<file path="src/rtl/nibble_serial_adder.sv">
// nibble_serial_adder: WIDTH-bit add/subtract built from one 4-bit
// carry-lookahead slice that is stepped over WIDTH/4 cycles, LSB nibble first.
// Handshake: a start sampled high while the block is in IDLE or DONE is
// accepted on that rising edge. busy is high for the N RUN cycles that follow.
// done then pulses for one cycle. result/cout/ovf update only on the edge
// that raises done, and hold until the next done.

// 4-bit carry-lookahead adder slice.
module cla_4bit (
    input  logic [3:0] a_i,
    input  logic [3:0] b_i,
    input  logic       c_i,
    output logic [3:0] s_o,
    output logic       c_o
);
    logic [3:0] g;
    logic [3:0] p;
    logic [4:0] c;

    // Generate/propagate terms and lookahead carries.
    always_comb begin
        g    = a_i & b_i;
        p    = a_i ^ b_i;
        c[0] = c_i;
        c[1] = g[0] | (p[0] & c_i);
        c[2] = g[1] | (p[1] & g[0]) | (p[1] & p[0] & c_i);
        c[3] = g[2] | (p[2] & g[1]) | (p[2] & p[1] & g[0]) | (p[2] & p[1] & p[0] & c_i);
        c[4] = g[3] | (p[3] & g[2]) | (p[3] & p[2] & g[1]) | (p[3] & p[2] & p[1] & g[0])
             | (p[3] & p[2] & p[1] & p[0] & c_i);
        s_o  = p ^ c[3:0];
        c_o  = c[4];
    end
endmodule

module nibble_serial_adder #(
    parameter int WIDTH = 16
) (
    input  logic             clk,
    input  logic             rst_n,
    input  logic             start,
    input  logic             sub,
    input  logic [WIDTH-1:0] a,
    input  logic [WIDTH-1:0] b,
    output logic             busy,
    output logic             done,
    output logic [WIDTH-1:0] result,
    output logic             cout,
    output logic             ovf,
    output logic [1:0]       dbg_state
);
    localparam int N     = WIDTH / 4;
    localparam int CNT_W = (N > 1) ? $clog2(N) : 1;
    localparam logic [CNT_W-1:0] LAST = CNT_W'(N - 1);

    typedef enum logic [1:0] {
        IDLE = 2'd0,
        RUN  = 2'd1,
        DONE = 2'd2
    } state_t;

    state_t           state_q, state_d;
    logic [WIDTH-1:0] a_q, a_d;
    logic [WIDTH-1:0] b_q, b_d;
    logic [WIDTH-1:0] acc_q, acc_d;
    logic             carry_q, carry_d;
    logic [CNT_W-1:0] cnt_q, cnt_d;
    logic             a_msb_q, a_msb_d;
    logic             beff_msb_q, beff_msb_d;
    logic [WIDTH-1:0] result_q, result_d;
    logic             cout_q, cout_d;
    logic             ovf_q, ovf_d;

    logic [3:0]       slice_sum;
    logic             slice_cout;

    // The one and only adder slice; fed from the low nibble of the shifters.
    cla_4bit u_slice (
        .a_i (a_q[3:0]),
        .b_i (b_q[3:0]),
        .c_i (carry_q),
        .s_o (slice_sum),
        .c_o (slice_cout)
    );

    // Next-state and datapath update; every _d defaults to hold.
    always_comb begin
        state_d    = state_q;
        a_d        = a_q;
        b_d        = b_q;
        acc_d      = acc_q;
        carry_d    = carry_q;
        cnt_d      = cnt_q;
        a_msb_d    = a_msb_q;
        beff_msb_d = beff_msb_q;
        result_d   = result_q;
        cout_d     = cout_q;
        ovf_d      = ovf_q;
        case (state_q)
            IDLE, DONE: begin
                if (start) begin
                    // Subtraction is a + ~b + 1: invert b and seed the carry.
                    a_d        = a;
                    b_d        = sub ? ~b : b;
                    carry_d    = sub;
                    cnt_d      = '0;
                    a_msb_d    = a[WIDTH-1];
                    beff_msb_d = sub ? ~b[WIDTH-1] : b[WIDTH-1];
                    state_d    = RUN;
                end else if (state_q == DONE) begin
                    state_d = IDLE;
                end
            end
            RUN: begin
                acc_d   = {slice_sum, acc_q[WIDTH-1:4]};
                a_d     = a_q >> 4;
                b_d     = b_q >> 4;
                carry_d = slice_cout;
                if (cnt_q == LAST) begin
                    state_d  = DONE;
                    result_d = {slice_sum, acc_q[WIDTH-1:4]};
                    cout_d   = slice_cout;
                    ovf_d    = (a_msb_q == beff_msb_q) && (slice_sum[3] != a_msb_q);
                end else begin
                    cnt_d = cnt_q + CNT_W'(1);
                end
            end
            default: state_d = IDLE;
        endcase
    end

    // State and datapath registers with asynchronous clear.
    always_ff @(posedge clk or negedge rst_n) begin
        if (!rst_n) begin
            state_q    <= IDLE;
            a_q        <= '0;
            b_q        <= '0;
            acc_q      <= '0;
            carry_q    <= 1'b0;
            cnt_q      <= '0;
            a_msb_q    <= 1'b0;
            beff_msb_q <= 1'b0;
            result_q   <= '0;
            cout_q     <= 1'b0;
            ovf_q      <= 1'b0;
        end else begin
            state_q    <= state_d;
            a_q        <= a_d;
            b_q        <= b_d;
            acc_q      <= acc_d;
            carry_q    <= carry_d;
            cnt_q      <= cnt_d;
            a_msb_q    <= a_msb_d;
            beff_msb_q <= beff_msb_d;
            result_q   <= result_d;
            cout_q     <= cout_d;
            ovf_q      <= ovf_d;
        end
    end

    // Outputs come straight from registers or a decode of the state register.
    always_comb begin
        busy      = (state_q == RUN);
        done      = (state_q == DONE);
        result    = result_q;
        cout      = cout_q;
        ovf       = ovf_q;
        dbg_state = state_q;
    end
endmodule

</file>
<file path="config.mk">
export PLATFORM = sky130hd
export DESIGN_NAME = nibble_serial_adder
export DESIGN_NICKNAME = d
export VERILOG_FILES = /design/src/rtl/nibble_serial_adder.sv
export SDC_FILE = /design/constraint.sdc
export NUM_CORES = 1
export LEC_CHECK = 0
export BUFFER_PORTS_ARGS = -buffer_cell sky130_fd_sc_hd__buf_2
export CORE_MARGIN = 10
export CORE_UTILIZATION = 50
export CTS_BUF_LIST = sky130_fd_sc_hd__clkbuf_2
export DETAILED_ROUTE_END_ITERATION = 6
export PLACE_DENSITY = 0.78
export REMOVE_ABC_BUFFERS = 1
export SLEW_MARGIN = 5
export SYNTH_ARGS = -nofsm -noshare
export SYNTH_HDL_FRONTEND = slang
export SYNTH_SLANG_ARGS = --single-unit
</file>
<file path="constraint.sdc">
create_clock -name clk -period 1.6 [get_ports clk]
set_input_delay 0.08 -clock clk [delete_from_list [all_inputs] [get_ports clk]]
set_output_delay 0.08 -clock clk [all_outputs]
set_load 0.005 [all_outputs]
</file>
After elaboration in Yosys (flattened, before gate mapping)
Cells that the tools add are included.

Muxes and demuxes: 15. Reductions and logical operators: 9. Bitwise operators: 31. $add $sub $neg: 1. Equal/unequal tests: 9.

Operators with widths (number): $pmux 16 s2 (2); $mux 16 (3); $and 1x1->1 (16); $not 16->16 (1); $mux 2 (5); $or 1x1->1 (10); $pmux 2 s2 (2); $reduce_and 2->1 (4); $xor 4x4->4 (2); $and 4x4->4 (1); $eq 2x2->1 const B (2); $ne 2x2->1 const B (2); $ne 3x3->1 const B (1); $reduce_and 3->1 (1); $add 2x1->2 const B (1); $eq 2x1->1 const B (1); $logic_not 2->1 (1); $mux 1 (2); $ne 2x1->1 const B (1); $pmux 1 s2 (1); $reduce_bool 2->1 (1); $reduce_or 2->1 (1); $eq 1x1->1 (1); $logic_and 1x1->1 (1); 2 further kinds (2).

Word-level logic and storage cells: 76. Register bits: 73. Bits of input ports: 36. Output and inout port bits: 22.

Longest topological paths before layout
Gate-level depths: netlist of run 1.

Depth in word-level cells: 8. Depth in mapped cells: 6.

Cells and area by module
From an unflattened synthesis of run 1, not the netlist that was laid out.

Cell total of the unflattened synthesis: 272. Area total of the unflattened synthesis: 3061.7 µm².

Modules (own cells, without submodules): nibble_serial_adder (instances 1, area an instance 2914.0 µm², cells each 255, seq. area each 1726.7 µm²); cla_4bit (instances 1, area an instance 147.6 µm², cells each 17, seq. area each 0.0 µm²).

Worst setup path after synthesis of run 1
Ideal clock, no wire load.

Kind: register to register. From: register a_q[0]. To: register ovf_q (netlist: ovf). Required time: 1.520 ns. Path slack: -0.042 ns. Cell stages (with the launch flop): 6. Data arrival time: 1.562 ns. Path through: dfrtp_1 -> ha_1 -> a21o_1 -> and4_4 -> or3_4 -> o211ai_2.

Word-level cells in the longest chain between the ends: 7. Elaborated cells between the ends (all ways): 10. Classes of those cells: eq/ne (1); bitwise (8); reduce/logical (1).

Ends and longest elaborated chain: start, declared (line 62) `logic [WIDTH-1:0] a_q, a_d;`; start signal, assigned (line 135) `a_q <= '0;`; start signal, assigned (line 147) `a_q <= a_d;`; $and 4x4->4 or $xor 4x4->4 (tied branches) (line 22, 23); $and 1x1->1 (line 27) `c[3] = g[2] | (p[2] & g[1]) | (p[2] & p[1] & g[0]) | (p[2] & p[1] & p[0] & c_i);`; $or 1x1->1 or $and 1x1->1 (tied branches) (line 27); $or 1x1->1 (*) (line 27); $xor 4x4->4 (*) (line 30) `s_o = p ^ c[3:0];`; $ne 1x1->1 (*) (line 122) `ovf_d = (a_msb_q == beff_msb_q) && (slice_sum[3] != a_msb_q);`; $logic_and 1x1->1 (*) (line 122); end signal, assigned (line 156) `ovf_q <= ovf_d;`; end, declared (line 71) `logic ovf_q, ovf_d;`.

Every way passes the cells marked *; elsewhere a longest branch is shown, timed or not. A chain may end at the register's enable or synchronous reset.

Worst setup path in the final report of run 1
Same ends and word-level chain as after synthesis.

==> Flow_metrics.wiki, run 1 <==
{| class="wikitable"
! Metric !! Value
|-
| Result of the run || finished, final reports clean
|-
| R2r worst-path depth || 5
|-
| CTS Buf Count || 9
|-
| Worst setup EP type || flip-flop
|-
| Clock tree root buffer cell || sky130_fd_sc_hd__clkbuf_2
|-
| Delay contributed by the slowest stage of the critical path || 0.45 ns
|-
| Maximum frequency from static timing analysis || 0.626 GHz
|-
| Worst flop-to-flop path startpoint || a_q[0]
|-
| Placed cell areas || 3450 sq um
|-
| 1st-iter DRT viols || 136
|-
| Total DRC errors in the routed layout || 0
|-
| Relative max-transition margin || 67.6%
|-
| DPL Wire Length || 4.32 mm
|-
| Ys async rst share || 100%
|-
| Starting density of the core || 51.0%
|-
| Most repeated cell in the gate-level netlist after synthesis || sky130_fd_sc_hd__nand2_1
|-
| Setup clock skew after layout || 0.0253 ns
|-
| Distinct cell type count of the synthesized netlist || 31
|-
| Number of max-cap violations || 0
|-
| Post-synthesis instance area || 3000 sq um
|-
| Data arrival, critical path || 2.01 ns
|-
| Aggregate negative setup slack || 0 ns
|-
| Slowest CP cell || sky130_fd_sc_hd__dfrtp_1
|-
| Pre-Repair DR Iteration Count || 4
|-
| Sink Count || 69
|-
| Buffers & Inverters on Critical Path || 0
|-
| IR drop worst, VDD || 988 uV
|-
| Grt total ovfl || 0
|-
| Number of synthesis warnings || 0
|-
| Worst min path class || in2reg
|-
| Leak || 2.05 nW
|-
| Max Slew Vio Count || 0
|-
| Layout-stage area growth over the synthesis result || 37.2%
|-
| Kind of critical path || reg2reg
|-
| Share of the synthesized area in the top cell type || 57.5%
|-
| Global-route usage over all layers || 15.3%
|-
| Biggest area contributors in the synthesized netlist || sky130_fd_sc_hd__dfrtp_1 (58%), sky130_fd_sc_hd__nand2_1 (9.1%), sky130_fd_sc_hd__mux2_1 (4.5%)
|-
| Count of flip-flops with a built-in enable after synthesis || 0
|-
| Design Power || 8.02 mW
|-
| Power per unit of standard cell area || 1950 nW/um^2
|-
| Final Cycle Share || 99.8%
|-
| Average vias per placed instance || 5.21
|-
| Global-route wire length before repair || 12.3 mm
|-
| Antenna violations before repair || 0
|-
| Stages on worst setup path || 5
|-
| Clock latency at the later pin of the worst-skew pair || 0.48 ns
|-
| Nets@finish || 433
|-
| Ys flop type || sky130_fd_sc_hd__dfrtp_1
|-
| Launching element type of the critical path || flip-flop
|-
| Reg-to-Reg End || ovf
|-
| Number of storage elements in the synthesis netlist || 69
|-
| Final weighted congestion in routability-driven placement || 0.753
|-
| Via count of the first global-routing pass || 2594
|-
| Number of port buffers || 57
|-
| Total I/O pin count || 58
|-
| Post-detailed-routing wire length || 7.27 mm
|-
| Core area || 5890 sq um
|-
| Antenna Diode Count || 0
|-
| DRT antenna net count || 0
|-
| Depth of the CTS H-tree || 3
|-
| Number of hold violations in the final report || 0
|-
| Routed wire per std cell || 15.4 um
|-
| Register area share after synthesis || 57.5%
|-
| CP required || 2.01 ns
|-
| Mean instance size in the synthesized netlist || 10.8 sq um
|-
| Setup repair after global routing missed its margin || true
|-
| Fraction of final layout cells with drive strength greater than 1 || 29.0%
|-
| Family of cells with the greatest summed delay on the critical path || simple AND/OR/NAND/NOR gates
|-
| Largest fanout on the critical path || 3
|-
| Final cell area excluding filler cells || 4120 sq um
|-
| Die Wd || 97.5 um
|-
| Total die area || 9500 sq um
|-
| Critical path, cell by cell || ha_4 > a21o_1 > and4_4 > or3_4 > o211ai_2
|-
| CP startpoint || a_q[0]
|-
| CP endpoint || ovf
|-
| Clock tree from TritonCTS || built
|-
| Vertical extent of the die || 97.5 um
|-
| Number of rows in the core area || 28
|-
| Final count of negative-setup-slack endpoints || 0
|-
| Maximum clock insertion buffer count || 2
|-
| Transition time of the tightest slew-check pin || 0.487 ns
|-
| Post-synth top area cell || sky130_fd_sc_hd__dfrtp_1
|-
| Gate Count Post-Synth || 279
|-
| Largest net degree at the start of global routing || 70
|-
| Most common library cells after synthesis || sky130_fd_sc_hd__nand2_1 (73), sky130_fd_sc_hd__dfrtp_1 (69), sky130_fd_sc_hd__nor2_1 (16), sky130_fd_sc_hd__o21ai_1 (16), sky130_fd_sc_hd__xnor2_1 (15)
|-
| Slack of the worst reg-to-reg path || 0.003 ns
|-
| Clock-pin slew reported for the worst setup and hold paths after clock tree synthesis || 0.20 ns
|-
| Shortest clock period the worst path allows after layout || 1.60 ns
|-
| Via Count || 2454
|}
power breakdown:
part	switching (mW)	leakage (nW)	internal, mW
clock network	0.629	0.0921	0.680
registers	0.497	0.871	2.53
logic	1.82	1.09	1.87
total	2.95	2.05	5.07
stage by stage:
step	hold WS, ns	instances	worst slack (ns)	util, %
5_1_grt	0.0293	471	-0.0598	69.9
4_1_cts	0.0425	465	0.00115	68.5
3_5_place_dp	0.133	407	-0.0857	58.5
2_1_floorplan	-0.216	263	-0.976	-
6_report	0.0793	471	0.00297	69.9
3_3_place_gp	0.129	407	-0.0666	58.5
worst register-to-register path, cell delays in order (launching register included):
cell                       delay, ns
sky130_fd_sc_hd__dfrtp_1        0.45
sky130_fd_sc_hd__ha_4           0.26
sky130_fd_sc_hd__a21o_1         0.18
sky130_fd_sc_hd__and4_4         0.18
sky130_fd_sc_hd__or3_4          0.35
sky130_fd_sc_hd__o211ai_2       0.14
flip-flops by register name (all words and copies together) (netlist names):
register    flops
cnt_q           2
result         16
ovf             1
cout            1
carry_q         1
dbg_state       2
b_q            16
a_msb_q         1
a_q            16
beff_msb_q      1
acc_q          12
area by class of cell:
type                       count  area (sq um)
clock buffer                  10          50.0
clock inverter                 6           111
fill                         433          1770
inverter                       6          25.0
multi-input combinational    188          1240
sequential                    69          1730
tap                           75          93.8
timing repair buffer         117           868
placed cells by master, fill, tap and decap left out, types with 2 or more instances in the layout:
cell                            netlist  routed
sky130_fd_sc_hd__nand2_1             73      73
sky130_fd_sc_hd__dfrtp_1             69      68
sky130_fd_sc_hd__buf_2               10      57
sky130_fd_sc_hd__dlygate4sd3_1        0      33
sky130_fd_sc_hd__buf_4                1      23
sky130_fd_sc_hd__nor2_1              16      15
sky130_fd_sc_hd__o21ai_1             16      15
sky130_fd_sc_hd__xnor2_1             15      15
sky130_fd_sc_hd__a221o_1             13      13
sky130_fd_sc_hd__a22oi_1             12      12
sky130_fd_sc_hd__mux2_1              12      12
sky130_fd_sc_hd__clkbuf_2             0      10
sky130_fd_sc_hd__inv_1                5       5
sky130_fd_sc_hd__buf_12               0       4
sky130_fd_sc_hd__nor2b_1              3       3
sky130_fd_sc_hd__xor2_1               3       3
sky130_fd_sc_hd__a22o_1               3       3
sky130_fd_sc_hd__ha_4                 0       3
sky130_fd_sc_hd__bufinv_16            0       3
sky130_fd_sc_hd__nor3_1               2       2
sky130_fd_sc_hd__o21ai_2              0       2
sky130_fd_sc_hd__ha_1                 5       2
how the worst min path moves through the flow:
stage / startpoint / to / slack [ns] / cells past startpoint
after global placement: rst_n / result[1] / 0.13 / 2
after CTS: start / cnt_q[1] / 0.04 / 5
after floorplan: rst_n / a_msb_q / -0.22 / 0
final: start / cnt_q[1] / 0.08 / 5
after global routing: start / cnt_q[1] / 0.03 / 5
after detailed placement: rst_n / result[1] / 0.13 / 2
logic make-up (layout without fill, tap and decap cells):
group	count (synthesis)	in the layout	synth area share, %
mux	12	12	4.50
buf+inv	22	139	3.29
compound gates	52	52	12.8
simple gates	100	100	13.8
xor+xnor	18	18	5.25
fa+ha+maj	6	6	2.75
flops	69	69	57.5
metal layers:
metal,track usage (%),routed length [um],vias to the layer above
met5,0,0,-
met4,3.58,59,0
met1,17.2,3080,1175
li1,-,-,1177
met3,6.12,537,10
met2,26.4,3590,92
timing repair:
| action | 4_1_cts | 5_1_grt |
|---|---|---|
| buffers inserted | 9 | 6 |
| endpoints found under the hold margin | 103 | 0 |
| pin swaps | 7 | 5 |
| gates resized for setup | 4 | 7 |
| setup endpoints to repair | 4 | 8 |
| hold buffers | 33 | 0 |
No activity file was read; power rests on OpenSTA's default activity.
==> run 2: changes to the inputs <==
Settings changed: CORE_UTILIZATION 50 to 40, PLACE_DENSITY 0.78 to 0.65.
==> Flow_metrics.wiki, run 2 (synthesis gave the netlist of run 1 again) <==
{| class="wikitable"
! Metric !! Value
|-
| Result of the run || finished, final reports clean
|-
| Average vias per placed instance || 4.88
|-
| 1st-iter DRT viols || 107
|-
| Max Slew Vio Count || 0
|-
| Via count of the first global-routing pass || 2383
|-
| Global-route usage over all layers || 12.4%
|-
| Total I/O pin count || 58
|-
| Worst flop-to-flop path startpoint || b_q[0]
|-
| Relative max-transition margin || 67.1%
|-
| Number of instances on the worst hold path || 5
|-
| Largest net degree at the start of global routing || 70
|-
| Number of rows in the core area || 31
|-
| Routed wire per std cell || 14.1 um
|-
| Reported net switching power || 2.78 mW
|-
| IR drop worst, VDD || 878 uV
|-
| Antenna violations before repair || 0
|-
| Most frequent standard cell in the layout excluding fill and tap cells || sky130_fd_sc_hd__nand2_1
|-
| Switching share of power || 37.4%
|-
| Final cell count without fillers || 490
|-
| Data arrival, critical path || 2.01 ns
|-
| Layout-stage area growth over the synthesis result || 34.4%
|-
| Via Count || 2389
|-
| Launching element type of the critical path || flip-flop
|-
| Largest fanout on the critical path || 3
|-
| Clock tree from TritonCTS || built
|-
| Total DRC errors in the routed layout || 0
|-
| R2r worst-path depth || 5
|-
| Post-detailed-routing wire length || 6.93 mm
|-
| Global-route wire length before repair || 11.7 mm
|-
| Clock latency at the later pin of the worst-skew pair || 0.49 ns
|-
| Fill cells || 678
|-
| Clock network power share || 12.9%
|-
| Seq pwr share || 40.2%
|-
| Leak || 2.01 nW
|-
| Capture endpoint of the worst hold path || beff_msb_q
|-
| Post-Place Cells || 429
|-
| Final weighted congestion in routability-driven placement || 0.754
|-
| Clock-pin slew reported for the worst setup and hold paths after clock tree synthesis || 0.18 ns
|-
| Share of the core filled with cells || 55.3%
|-
| CP startpoint || b_q[0]
|-
| CTS Buf Count || 9
|-
| Total die area || 11400 sq um
|-
| Number of max-cap violations || 0
|-
| Number of port buffers || 57
|-
| DRT antenna net count || 0
|-
| Final count of negative-setup-slack endpoints || 0
|-
| Core area || 7290 sq um
|-
| Setup clock skew after layout || 0.0306 ns
|-
| CP required || 2.03 ns
|-
| Post-route worst setup slack || 0.0143 ns
|-
| Transition time of the tightest slew-check pin || 0.493 ns
|-
| Starting density of the core || 41.1%
|-
| Shortest clock period the worst path allows after layout || 1.59 ns
|-
| Setup repair after global routing missed its margin || true
|-
| Cell-internal power || 4.65 mW
|-
| Startpoint of the most critical hold path || start
|-
| Slack of the worst reg-to-reg path || 0.01 ns
|-
| Nets@finish || 427
|-
| Power per unit of standard cell area || 1840 nW/um^2
|-
| Post-Place Worst Slack || -0.101 ns
|-
| Clock tree root buffer cell || sky130_fd_sc_hd__clkbuf_2
|-
| DPL Wire Length || 4.37 mm
|-
| Fraction of final layout cells with drive strength greater than 1 || 26.7%
|-
| Grt total ovfl || 0
|-
| Most used cells in the layout excluding fill and tap cells || sky130_fd_sc_hd__nand2_1 (73), sky130_fd_sc_hd__dfrtp_1 (68), sky130_fd_sc_hd__buf_2 (57)
|-
| Sink Count || 69
|-
| Delay contributed by the slowest stage of the critical path || 0.41 ns
|-
| Reg-to-Reg End || ovf
|-
| Critical path, cell by cell || ha_1 > a21o_1 > and4_4 > or3_4 > o211ai_2
|-
| Final Cycle Share || 99.1%
|-
| Vertical extent of the die || 107 um
|-
| Aggregate negative setup slack || 0 ns
|-
| Kind of critical path || reg2reg
|-
| Slowest CP cell || sky130_fd_sc_hd__dfrtp_1
|-
| Worst min path class || in2reg
|-
| Die Wd || 107 um
|-
| Design Power || 7.44 mW
|-
| Share of power burned in combinational logic || 46.9%
|-
| Final cell area excluding filler cells || 4030 sq um
|-
| Pre-Repair DR Iteration Count || 4
|-
| Depth of the CTS H-tree || 3
|-
| Number of hold violations in the final report || 0
|-
| Maximum frequency from static timing analysis || 0.631 GHz
|-
| Placed cell areas || 3460 sq um
|-
| Maximum clock insertion buffer count || 2
|-
| Worst setup EP type || flip-flop
|-
| Tightest hold margin || 0.0789 ns
|}
## run 2: how the worst max path moves through the flow
stage	cells past startpoint	to
2_1_floorplan	4	b_q[0]
3_3_place_gp	5	ovf
3_5_place_dp	5	ovf
4_1_cts	5	ovf
5_1_grt	5	ovf
6_report	5	ovf
## run 2: final cells by class
type                    count  area, sq um  share of cell area, %
diodes                      1         2.50                 0.0620
clock inverters             5         51.3                   1.27
repair buffers            111          841                   20.8
clock buffers              11         55.1                   1.36
well taps                  99          124                   3.07
flip-flops and latches     69         1730                   42.8
inverters                   6         22.5                  0.558
multi-input cells         188         1210                   30.0
## run 2: critical path: cells and delay by family (launching register included)
family | cells | cell delay (ns)
AND/OR/NAND/NOR | 2 | 0.50
adder cells (fa/ha/maj) | 1 | 0.31
AO/OA/AOI/OAI | 2 | 0.32
flip-flops | 1 | 0.41
## run 2: layer usage
| metal | wire [um] | GRT usage [%] | part of all wire (%) | up-vias |
|---|---|---|---|---|
| li1 | - | - | - | 1165 |
| met1 | 3110 | 15.5 | 45 | 1145 |
| met2 | 3150 | 18.8 | 45 | 69 |
| met3 | 589 | 5.69 | 8.5 | 10 |
| met4 | 81 | 3.77 | 1.2 | 0 |
| met5 | 0 | 0 | 0 | - |
## run 2: power groups by stage
stage | logic [mW] | clock network [mW] | registers, mW
2_1_floorplan | 1.89 | 0 | 2.93
5_1_grt | 3.89 | 1.06 | 3.11
6_report | 3.49 | 0.957 | 2.99
3_5_place_dp | 3.03 | 0 | 3.02
3_3_place_gp | 2.95 | 0 | 2.98
4_1_cts | 3.31 | 0.984 | 2.99
## run 2: timing repair
| item | in CTS | in global routing |
|---|---|---|
| gates cloned | 0 | 1 |
| resized for setup | 3 | 3 |
| endpoints found under the setup margin | 4 | 6 |
| pin swaps | 8 | 3 |
| hold endpoints to repair | 103 | 0 |
| setup buffers | 7 | 3 |
| hold buffers | 33 | 0 |
